File: config.mk
export PLATFORM = sky130hd
export DESIGN_NAME = generic_sram_line_arbiter
export DESIGN_NICKNAME = d
export VERILOG_FILES = /design/src/rtl/generic_sram_line_arbiter.sv
export SDC_FILE = /design/constraint.sdc
export NUM_CORES = 1
export LEC_CHECK = 0
export CAP_MARGIN = 20
export CORE_AREA = 8 8 258 260
export DETAILED_ROUTE_END_ITERATION = 7
export DIE_AREA = 0 0 266 268
export PLACE_DENSITY = 0.54
export SYNTH_ARGS = -nofsm -noshare
export SYNTH_HDL_FRONTEND = slang
export SYNTH_SLANG_ARGS = --single-unit
File: constraint.sdc
create_clock -name i_clk -period 1.5 [get_ports i_clk]
set_input_delay 0.3 -clock i_clk [delete_from_list [all_inputs] [get_ports i_clk]]
set_output_delay 0.3 -clock i_clk [all_outputs]
set_load 0.03 [all_outputs]
File: src/rtl/generic_sram_line_arbiter.sv
// Round-robin arbiter sharing one single-port line SRAM between requesters A and B.
// Optional power-up clearing sweep enabled by defining GENERIC_SRAM_LINE_ARB_INIT_EN.
module generic_sram_line_arbiter #(
  parameter int DATA_WIDTH    = 128,
  parameter int ADDRESS_WIDTH = 7,
  parameter int READ_LATENCY  = 2
) (
  input  logic                     i_clk,
  input  logic                     i_reset,
  input  logic                     i_a_valid,
  input  logic                     i_a_write,
  input  logic [ADDRESS_WIDTH-1:0] i_a_address,
  input  logic [DATA_WIDTH-1:0]    i_a_wdata,
  output logic                     o_a_ready,
  input  logic                     i_b_valid,
  input  logic                     i_b_write,
  input  logic [ADDRESS_WIDTH-1:0] i_b_address,
  input  logic [DATA_WIDTH-1:0]    i_b_wdata,
  output logic                     o_b_ready,
  output logic                     o_rd_valid,
  output logic                     o_rd_id,
  output logic [DATA_WIDTH-1:0]    o_rd_data,
  output logic [ADDRESS_WIDTH-1:0] o_sram_address,
  output logic [DATA_WIDTH-1:0]    o_sram_wdata,
  output logic                     o_sram_we,
  input  logic [DATA_WIDTH-1:0]    i_sram_rdata,
  output logic                     o_init_done
);

  logic                     init_done_s;
  logic                     init_active_s;
  logic [ADDRESS_WIDTH-1:0] sweep_address_s;

`ifdef GENERIC_SRAM_LINE_ARB_INIT_EN
  localparam logic [ADDRESS_WIDTH-1:0] LAST_ADDRESS = {ADDRESS_WIDTH{1'b1}};
  localparam logic [ADDRESS_WIDTH-1:0] ADDRESS_ONE  = {{(ADDRESS_WIDTH-1){1'b0}}, 1'b1};

  typedef enum logic [0:0] {
    ST_INIT = 1'b0,
    ST_ARB  = 1'b1
  } state_t;

  state_t                   state_r;
  state_t                   state_next_s;
  logic [ADDRESS_WIDTH-1:0] sweep_r;
  logic [ADDRESS_WIDTH-1:0] sweep_next_s;

  // Init FSM state and sweep counter registers; reset restarts the sweep.
  always_ff @(posedge i_clk) begin
    if (i_reset) begin
      state_r <= ST_INIT;
      sweep_r <= {ADDRESS_WIDTH{1'b0}};
    end else begin
      state_r <= state_next_s;
      sweep_r <= sweep_next_s;
    end
  end

  // Init FSM next state: one address per cycle, then hand over to arbitration.
  always_comb begin
    state_next_s = state_r;
    sweep_next_s = sweep_r;
    case (state_r)
      ST_INIT: begin
        sweep_next_s = sweep_r + ADDRESS_ONE;
        if (sweep_r == LAST_ADDRESS) begin
          state_next_s = ST_ARB;
        end else begin
          state_next_s = ST_INIT;
        end
      end
      ST_ARB: begin
        state_next_s = ST_ARB;
        sweep_next_s = {ADDRESS_WIDTH{1'b0}};
      end
      default: begin
        state_next_s = ST_INIT;
        sweep_next_s = {ADDRESS_WIDTH{1'b0}};
      end
    endcase
  end

  assign init_active_s   = (state_r == ST_INIT);
  assign init_done_s     = (state_r == ST_ARB);
  assign sweep_address_s = sweep_r;
`else
  assign init_active_s   = 1'b0;
  assign init_done_s     = 1'b1;
  assign sweep_address_s = {ADDRESS_WIDTH{1'b0}};
`endif

  logic                     last_b_r;
  logic                     arb_en_s;
  logic                     grant_a_s;
  logic                     grant_b_s;
  logic                     rd_push_s;
  logic                     rd_push_id_s;
  logic [ADDRESS_WIDTH-1:0] address_s;
  logic [ADDRESS_WIDTH-1:0] address_hold_r;
  logic [DATA_WIDTH-1:0]    wdata_s;
  logic [DATA_WIDTH-1:0]    wdata_hold_r;
  logic                     we_s;
  logic [READ_LATENCY-1:0]  rd_valid_pipe_r;
  logic [READ_LATENCY-1:0]  rd_id_pipe_r;

  // On a tie the requester that did not win last time gets the port.
  assign arb_en_s  = init_done_s & ~i_reset;
  assign grant_a_s = arb_en_s & i_a_valid & (~i_b_valid | last_b_r);
  assign grant_b_s = arb_en_s & i_b_valid & (~i_a_valid | ~last_b_r);

  assign rd_push_s    = (grant_a_s & ~i_a_write) | (grant_b_s & ~i_b_write);
  assign rd_push_id_s = grant_b_s & ~i_b_write;

  // SRAM port mux: winner's fields, else init sweep, else hold the last value.
  always_comb begin
    address_s = address_hold_r;
    wdata_s   = wdata_hold_r;
    we_s      = 1'b0;
    if (i_reset) begin
      address_s = {ADDRESS_WIDTH{1'b0}};
      wdata_s   = {DATA_WIDTH{1'b0}};
      we_s      = 1'b0;
    end else if (grant_a_s) begin
      address_s = i_a_address;
      wdata_s   = i_a_wdata;
      we_s      = i_a_write;
    end else if (grant_b_s) begin
      address_s = i_b_address;
      wdata_s   = i_b_wdata;
      we_s      = i_b_write;
    end else if (init_active_s) begin
      address_s = sweep_address_s;
      wdata_s   = {DATA_WIDTH{1'b0}};
      we_s      = 1'b1;
    end else begin
      address_s = address_hold_r;
      wdata_s   = wdata_hold_r;
      we_s      = 1'b0;
    end
  end

  // Last-grant pointer and SRAM field hold registers.
  always_ff @(posedge i_clk) begin
    if (i_reset) begin
      last_b_r       <= 1'b1;
      address_hold_r <= {ADDRESS_WIDTH{1'b0}};
      wdata_hold_r   <= {DATA_WIDTH{1'b0}};
    end else begin
      if (grant_a_s) begin
        last_b_r <= 1'b0;
      end else if (grant_b_s) begin
        last_b_r <= 1'b1;
      end else begin
        last_b_r <= last_b_r;
      end
      address_hold_r <= address_s;
      wdata_hold_r   <= wdata_s;
    end
  end

  // Read tag pipe, aligned with the SRAM read latency.
  always_ff @(posedge i_clk) begin
    if (i_reset) begin
      rd_valid_pipe_r <= {READ_LATENCY{1'b0}};
      rd_id_pipe_r    <= {READ_LATENCY{1'b0}};
    end else begin
      for (int i = READ_LATENCY - 1; i > 0; i--) begin
        rd_valid_pipe_r[i] <= rd_valid_pipe_r[i-1];
        rd_id_pipe_r[i]    <= rd_id_pipe_r[i-1];
      end
      rd_valid_pipe_r[0] <= rd_push_s;
      rd_id_pipe_r[0]    <= rd_push_id_s;
    end
  end

  assign o_a_ready      = grant_a_s;
  assign o_b_ready      = grant_b_s;
  assign o_sram_address = address_s;
  assign o_sram_wdata   = wdata_s;
  assign o_sram_we      = we_s;
  assign o_rd_valid     = rd_valid_pipe_r[READ_LATENCY-1] & ~i_reset;
  assign o_rd_id        = rd_id_pipe_r[READ_LATENCY-1] & ~i_reset;
  assign o_rd_data      = i_sram_rdata;
  assign o_init_done    = init_done_s;

endmodule

==> results.md <==
- Synth Area in Compound Gates: 0.239
- CTS max path bufs: 2
- Overall Power: 0.0154 W
- Pin count of the biggest net entering global routing: 56
- Req. time, crit path: 1.20 ns
- Fill count: 6145
- Fin Clk Skew: 0.00676 ns
- Wirelength, routed: 53000 um
- Worst-Margin Slew: 0.626 ns
- Top Usage Layer GRT: met2
- Met3 Usage GRT: 0.0513
- CTS Buf Count: 17
- Row count: 92
- Root buf cell: clkbuf_16
- Die area: 71300 um2
- Max-cap violations: 0
- Initial antenna violation count: 6
- Met1 Resource Use GR: 0.151
- Crit path DAT: 2.16 ns
- Post-detail-place hpwl: 34800 um
- Initial core utilization: 0.161
- Most frequent cells after synthesis: a2111oi_0, buf_4, dfxtp_1
- Fin. max-slew vios: 0
- Worst-skew pair later-pin latency: 0.47 ns
- Status: finished with violations
- CP startpoint kind: flip-flop
- Mapped cell area: 10000 um2
- Count leader, synth: a2111oi_0
- Total Routing Usage GR: 0.140
- Relative slew slack: 0.582
- Peak VDD IR: 0.859 mV
- Mux cell area share after synthesis: 0.135
- Seq cells post-synth: 140
- Clk pin slew, worst setup/hold paths: 0.07 ns
- Layout cell share with drive strength beyond 1: 0.579
- First-pass GRT wire length: 76000 um
- Port bufs: 415
- Failing checks: negative setup slack
- Synth top area cells: dfxtp_1, a2111oi_0, mux2i_1, buf_4, nor3b_1
- I/O Pins: 673
- Ys flop type: dfxtp_1
- Final worst-path cycle share: 1.64
- Fin nets: 1943
- Footprint of the multi-input gates: 9900 um2
- Post-DR wirelength/cell: 22.1 um
- Core area: 62400 um2
- Vias per cell: 4.74
- Final Util: 0.347
- Xor/xnor cell area share of the yosys netlist: 0
- Hold Path Class: primary input to flip-flop
- CTS tree: done
- Main combinational cell family by area after synthesis: compound AO/OA/AOI/OAI gates
- Max H-tree Level: 4
- Detailed Routing Iterations Pass 1: 4
- Register area: 2810 um2
- Via Count: 11400
- PwrDens: 709 nW/um2
- Die Span X: 266 um
- Endpoints failing setup: 169
- GP Congestion: 0.781
- Area delta synth->final: 116%
- Initial DRC count: 398
- RSZ-0062 raised after global routing: yes
- Post-synth EDFFs: 0
- Seq/Total Area, Yosys: 0.279
- Async set-or-reset flop fraction in the synthesized netlist: 0
- Synthesized net count: 1506
- Leading area contributor after synthesis: dfxtp_1
- Adder-cell share of the synthesized area: 0
- Pleak: 7.20 nW
- Yosys cell types: 21
- Syn Inst Count: 1102
- Critical Path Fanout Max: 14
- Fmax: 406 MHz
- Die height: 268 um
- Simple-Gate Fraction of Synth Area: 0.176
- Synth warnings: 0
- Vias in the first global route: 12300
- Tmin final: 2.46 ns
- Final global-route overflow total: 0
- Critical path type: flip-flop to primary output
- Post-synth top area share: 0.279
- Setup crit end kind: primary output
- Met2 Resource Use GR: 0.244
- DRT antenna net count: 0
- Final setup margin: -0.962 ns
- Avg Synthesized Cell Area: 9.11 um2
- DRC violation count after routing: 0
- Final Hold Viols: 0
- Clock sink count: 140
[timing repair]
action	CTS	global route
hold endpoints to repair	0	0
pin swaps	185	62
buffers inserted	36	21
resized for setup	509	247
endpoints found under the setup margin	239	266
hold buffers	0	0
cloned	15	3
[routing by layer]
| layer | routed length [um] | part of all wire |
|---|---|---|
| met4 | 2070 | 0.039 |
| met3 | 3790 | 0.072 |
| met5 | 24 | 0.00045 |
| met2 | 27100 | 0.51 |
| met1 | 20000 | 0.38 |
[metrics by stage]
step	area [um2]	std cells	hold slack [ns]	TNS (ns)	setup WS, ns
after floorplan	11900	1102	0.377	-86.32	-1.24
final	21700	2400	0.264	-116.28	-0.962
after CTS	20200	2382	0.265	-131.55	-1.04
after global placement	16800	2302	0.420	-187.80	-1.21
after global routing	21700	2400	0.257	-139.83	-1.06
after detailed placement	16800	2302	0.425	-200.49	-1.18
[flip-flops by register name, summed over array words and instances (netlist names)]
signal	count
rd_id_pipe_r	2
last_b_r	1
address_hold_r	7
rd_valid_pipe_r	2
wdata_hold_r	128
[cell families (layout without fill, tap and decap cells)]
kind of cell,Yosys count,in the layout
other cells,1,3
flops,140,140
compound gates,274,274
mux,135,135
buf+inv,268,718
simple gates,284,284
[cells in the final DEF (no fill, tap or decap), types with 3 or more instances in the layout]
master | synthesis | routed
a2111oi_0 | 270 | 22
a2111oi_1 | 0 | 20
a2111oi_2 | 0 | 131
a2111oi_4 | 0 | 97
buf_12 | 0 | 58
buf_16 | 0 | 11
buf_4 | 143 | 243
buf_6 | 18 | 74
buf_8 | 0 | 22
bufinv_16 | 0 | 3
clkbuf_16 | 0 | 20
clkbuf_8 | 0 | 3
clkdlybuf4s50_1 | 0 | 272
clkinv_2 | 0 | 3
clkinvlp_4 | 0 | 3
dfxtp_1 | 140 | 139
mux2i_1 | 135 | 112
mux2i_2 | 0 | 22
nor3_1 | 137 | 18
nor3_2 | 0 | 44
nor3_4 | 0 | 75
nor3b_1 | 135 | 61
nor3b_2 | 0 | 55
nor3b_4 | 0 | 19
[worst max-delay path: stages, from the launching register on]
cell,delay [ns]
dfxtp_4,0.38
buf_4,0.20
buf_12,0.17
nor3b_1,0.50
a2111oi_4,0.12
buf_4,0.18
buf_12,0.13
[final cells by class]
cell class | instances | area share
antenna | 2 | 0.000231
timing repair inverter | 1 | 0.000404
clock inverter | 10 | 0.00531
sequential | 140 | 0.130
timing repair buffer | 684 | 0.335
tap | 846 | 0.0489
inverter | 1 | 0.00139
multi-input combinational | 694 | 0.457
clock buffer | 22 | 0.0219
[final timing paths]
| path | startpoint | endpoint | slack (ns) | cells after the start |
|---|---|---|---|---|
| worst min register to register | rd_valid_pipe_r[0]$_SDFF_PP0_ | rd_valid_pipe_r[1]$_SDFF_PP0_ | 0.44 | 1 |
| worst max register to register | last_b_r$_SDFFE_PP1P_ | wdata_hold_r[101]$_SDFF_PP0_ | -0.16 | 8 |
| worst min-delay path | i_reset | wdata_hold_r[72]$_SDFF_PP0_ | 0.26 | 2 |
| worst max-delay path | last_b_r$_SDFFE_PP1P_ | o_sram_wdata[72] | -0.96 | 6 |
[power breakdown]
group	internal [W]	switching (W)
logic	0.00329	0.00338
registers	0.00403	0.0000952
clock network	0.00257	0.00199
total	0.00989	0.00546
Note: power is estimated with default switching activity, not from simulation.
==> patch 1: new RTL, same flow settings <==
Build with the macro `GENERIC_SRAM_LINE_ARB_INIT_EN` defined.
--- a/src/rtl/generic_sram_line_arbiter.sv
+++ b/src/rtl/generic_sram_line_arbiter.sv
@@ -1,5 +1,7 @@
 // Round-robin arbiter sharing one single-port line SRAM between requesters A and B.
 // Optional power-up clearing sweep enabled by defining GENERIC_SRAM_LINE_ARB_INIT_EN.
+`define GENERIC_SRAM_LINE_ARB_INIT_EN
+
 module generic_sram_line_arbiter #(
   parameter int DATA_WIDTH    = 128,
   parameter int ADDRESS_WIDTH = 7,
Formal check against the unedited RTL: not equivalent (a bounded check fails within 4 cycles, from zero or initial values and one cycle with i_reset high).
==> patch 1 against the unedited design <==
- the run still ends with negative setup slack left
- design area is 3.3% lower
- count of clock-buffer cells in the layout fell by 4
- worst hold slack improved by 0.044 ns
- routed wire length decreased by 10%
- final cell count increased by 7.8%
- core utilization fell by 1.2 points
- synthesized area rose by 4.4%
- sequential cell count increased by 8
- register-to-register slack worse by 0.24 ns
- setup slack lost 0.19 ns
- largest cell class unchanged
- highest routed layer is now met4
Power is not compared: it rests on default switching activity, and its combinational part moved more than twofold at a synthesized area within 25%.
==> patch 1: results (changes against the unedited design) <==
- The run finished, with violations left.
- The checks that failed: negative setup slack.
- The total of endpoints with negative setup slack in the final report is 278 (+64%).
* Worst Hold Depth: 4 (+2)
- Remaining max-slew budget at the tightest pin: 0.641 (+0.0590)
* Setup skew after layout: 0.0119 ns (+0.00515 ns)
- GRT Total Usage: 0.125 (-0.0149)
- Leading cell types by total area after synthesis: sky130_fd_sc_hd__a2111oi_2, sky130_fd_sc_hd__dfxtp_1, sky130_fd_sc_hd__buf_4, sky130_fd_sc_hd__nor2_1, sky130_fd_sc_hd__a21oi_1
- The violation count after the first detailed-route iteration came to 444 (+12%).
* Commonest cells in the netlist: sky130_fd_sc_hd__nor2_1, sky130_fd_sc_hd__a2111oi_2, sky130_fd_sc_hd__dfxtp_1
- After detailed routing, no signal wire sits above met4.
* Start point of the worst hold path: i_b_valid
- The setup slack after layout is -1.15 ns (-0.190 ns).
- WL met3: 2.74 mm (-28%)
* Global routing usage on met1: 0.134 (-0.0167)
* Vias per std cell: 4.36 (-8.0%)
- The post-layout utilization of the core is 0.336 (-0.0115).
- Worst Hold Margin: 0.309 ns (+0.0440 ns)
- Post-CTS sizing: 104 (-80%)
* Worst Hold End: last_b_r
* Buffers on Ports: 416 (+0.24%)
- The largest net degree at the start of global routing came to 49 (-13%).
- The sequential cell area fraction in the yosys report came to 0.283 (+0.00341).
- The wire length on met2 was 24.6 mm (-9.1%).
* Wire length of the first global-routing pass: 71.1 mm (-6.5%)
- The post-synthesis cell type count is 34 (+62%).
- Placed cells: 2531 (+9.9%)
- The cell area after placement was 18300 µm² (+9.2%).
* Number of global-route vias before repair: 12600 (+2.5%)
- Largest fanout on the critical path: 17 (+3)
- The setup fix buffers added after clock tree synthesis was 9 (-75%).
* Number of nets in the layout: 2129 (+9.6%)
- Routed length on met1: 18.5 mm (-7.4%)
- The share of the synthesized area in the top cell type is 0.318 (+0.0387).
* Initial antenna violation count: 2 (-4)
* # fillers: 6353 (+3.4%)
- Final Wtd Congestion: 0.780 (-0.14%)
- In this run the critical register-to-register path is captured at wdata_hold_r[69].
- The setup slack of the worst register-to-register path was -0.40 ns (-0.24 ns).
- The number of vias after detailed routing came to 11300 (-0.83%).
- The ratio of cells with drive above 1 in the final layout was 0.584 (+0.00451).
* Instance count of the mapped netlist: 1119 (+1.5%)
- The met2 track utilization from global routing was 0.223 (-0.0210).
- The routed length per placed instance is 18.4 µm (-17%).
* GRT met3 Usage: 0.0394 (-0.0119)
- Arrival time of data at the critical path endpoint: 2.35 ns (+0.19 ns)
patch 1: cell types whose count changed in the layout (fill, tap and decap cells not counted), moves of 75 or more:
| cell | unedited run | this run |
|---|---|---|
| sky130_fd_sc_hd__nor2_1 | 1 | 113 |
| sky130_fd_sc_hd__mux2i_1 | 112 | 7 |
| sky130_fd_sc_hd__nor3_4 | 75 | 0 |
| sky130_fd_sc_hd__nor2_4 | 1 | 110 |
| sky130_fd_sc_hd__a21oi_1 | 1 | 124 |
| sky130_fd_sc_hd__buf_4 | 243 | 442 |
patch 1: critical path: stages, from the launching register on:
cell and delay [ns]:
sky130_fd_sc_hd__dfxtp_2 0.34, sky130_fd_sc_hd__and2_4 0.13, sky130_fd_sc_hd__or3_4 0.40, sky130_fd_sc_hd__buf_12 0.18, sky130_fd_sc_hd__buf_4 0.23, sky130_fd_sc_hd__a2111oi_2 0.35
sky130_fd_sc_hd__buf_4 0.23
patch 1: cell families (layout without fill, tap and decap cells):
kind of cell | count (synthesis) | after routing | synth area share
xor+xnor | 4 | 4 | 0.00334
compound gates | 404 | 404 | 0.427
simple gates | 299 | 299 | 0.115
mux | 7 | 7 | 0.00668
flops | 148 | 148 | 0.283
fa+ha+maj | 1 | 1 | 0.00119
buf+inv | 256 | 874 | 0.164
other cells | 0 | 3 | 0
patch 1: where the power goes:
group          total (mW)  internal [mW]  switching [mW]  leakage (nW)
registers            3.95           3.94         0.00942          1.19
logic                1.25          0.723           0.530          5.61
clock network        4.44           2.46            1.97         0.282
total                9.64           7.12            2.51          7.08
patch 1: area by class of cell:
cell class | count | share of cell area
clock buffer | 18 | 0.0205
multi-input combinational | 715 | 0.398
clock inverter | 14 | 0.00729
timing repair buffer | 839 | 0.380
inverter | 3 | 0.00114
sequential | 148 | 0.142
antenna | 3 | 0.000358
tap | 846 | 0.0505
==> patch 2: new RTL, same settings <==
Without the edit above. Set the parameter `READ_LATENCY` to 4 (it was 2).
--- a/src/rtl/generic_sram_line_arbiter.sv
+++ b/src/rtl/generic_sram_line_arbiter.sv
@@ -3,7 +3,7 @@
 module generic_sram_line_arbiter #(
   parameter int DATA_WIDTH    = 128,
   parameter int ADDRESS_WIDTH = 7,
-  parameter int READ_LATENCY  = 2
+  parameter int READ_LATENCY  = 4
 ) (
   input  logic                     i_clk,
   input  logic                     i_reset,
Formal check against the unedited RTL: not equivalent (a bounded check fails within 4 cycles, from zero or initial values and one cycle with i_reset high).
==> patch 2 against the unedited design <==
- the flow still finishes with violations (negative setup slack)
- total power fell by 1.8%
- clock skew about the same
- design area shrank 3.9%
- global-route usage is 1.6 points lower
- synthesized area is 0.97% higher
- setup slack better by 0.11 ns
- routed wire length decreased by 9.4%
- sequential share of layout area rose by 0.90 points
- sequential power increased by 3%
- sequential cell count up 4
- clock power grew 1%
- non-clock buffer count fell by 65
- largest power group unchanged
==> patch 2: results (changes against the unedited design) <==
- The post-synthesis cell type count is 21 (unchanged).
* Remaining max-slew budget at the tightest pin: 0.561 (-0.0212)
- Slowest CP cell: sky130_fd_sc_hd__dfxtp_4
- Half-perimeter wire length after placement: 34.7 mm (-0.23%)
- The met3 global-route usage is 0.0388 (-0.0125).
- Pin count of the biggest net entering global routing: 34 (-39%)
- Setup skew after layout: 0.00718 ns (+0.000422 ns)
* Setup violators final: 151 (-11%)
- Area post-placement: 18000 µm² (+7.3%)
- The met2 track utilization from global routing is 0.219 (-0.0251).
* Design Power: 15.1 mW (-1.8%)
- The mux share of post-synthesis cell area is 0.133 (-0.00130).
- Setup tns final: -105.12 ns (+11.16 ns)
* Switch share: 0.347 (-0.00894)
- Largest incremental delay on the critical path: 0.37 ns (-0.13 ns)
- Routed length on met1: 18.8 mm (-6.1%)
- Initial antenna violation count: 0 (-6)
- The ratio of cells with drive above 1 in the final layout came to 0.516 (-0.0632).
- WL/cell: 20.5 µm (-7.2%)
- The highest metal layer carrying signal wires in the routed design is met4.
- Final Wtd Congestion: 0.797 (+2.1%)
- The setup slack after layout came to -0.852 ns (+0.110 ns).
* Vias per std cell: 4.69 (-1.1%)
* Final hold viol count: 0 (unchanged)
- Instance count of the mapped netlist: 1110 (+0.73%)
* Post-placement worst setup slack: -1.01 ns (+0.169 ns)
* Final wirelength: 48.0 mm (-9.4%)
* WL met3: 2.74 mm (-28%)
- Leading cell types by total area after synthesis: sky130_fd_sc_hd__dfxtp_1, sky130_fd_sc_hd__a2111oi_0, sky130_fd_sc_hd__mux2i_1, sky130_fd_sc_hd__buf_4, sky130_fd_sc_hd__nor3b_1
- The share of power burned in combinational logic came to 0.413 (-0.021).
* # fillers: 6235 (+1.5%)
- Sequential-to-total area share from yosys stat: 0.284 (+0.00521)
- Outcome: complete, but fails checks
- Clock insertion delay at the later pin of the skew report: 0.47 ns (about the same)
* Largest fanout on the critical path: 8 (-6)
- Class of the tightest hold or removal check: in -> reg
- GRT Total Usage: 0.124 (-0.0161)
- The final reports fail on negative setup slack.
- Detailed-routing iteration count for the pre-antenna-repair pass: 4 (unchanged)
- Number of nets in the layout: 1886 (-2.9%)
* Amount of wire on met2 after detailed routing: 25.0 mm (-7.6%)
- Placed cells: 2292 (-0.43%)
* Footprint of the multi-input gates: 9720 µm² (-1.8%)
- Wire length of the first global-routing pass: 69.2 mm (-8.9%)
* Compound-Gate Fraction of Synth Area: 0.238 (-0.000693)
- DR iter-0 viols: 418 (+5.0%)
* Number of nets in the synthesized netlist: 1514 (+0.53%)
- Leakage dissipation: 6.65 nW (-7.6%)
* Arrival time of data at the critical path endpoint: 2.05 ns (-0.11 ns)
- The met1 track demand over resource in global routing came to 0.136 (-0.0146).
- The worst supply voltage drop on vdd was 878 µV (+2.2%).
* Number of global-route vias before repair: 11800 (-4.1%)
- Commonest cells in the netlist: sky130_fd_sc_hd__a2111oi_0, sky130_fd_sc_hd__dfxtp_1, sky130_fd_sc_hd__buf_4, sky130_fd_sc_hd__nor3_1
* Total sequential power: 4.24 mW (+3%)
-- patch 2: final timing paths --
path	startpoint	slack [ns]	endpoint	cells after the start
worst max-delay path	last_b_r	-0.85	o_sram_wdata[61]	7
worst min register to register	rd_valid_pipe_r[1]	0.44	rd_valid_pipe_r[2]	1
worst min-delay path	i_reset	0.33	address_hold_r[2]	3
worst max register to register	last_b_r	-0.10	wdata_hold_r[64]	7
-- patch 2: final cells by class --
class | instances | area share
Tap cell | 846 | 0.0508
Multi-Input combinational cell | 698 | 0.467
Antenna cell | 2 | 0.000240
Clock inverter | 8 | 0.00487
Inverter | 1 | 0.00144
Timing Repair Buffer | 619 | 0.313
Sequential cell | 144 | 0.139
Clock buffer | 23 | 0.0240
Timing Repair inverter | 1 | 0.000421
-- patch 2: repair_timing --
item                       in CTS  in global routing
gates resized for setup        67                414
setup endpoints to repair     235                251
gates cloned                    4                  4
hold buffers                    0                  0
buffers inserted                2                 13
hold endpoints to repair        0                  0
pin swaps                      14                173
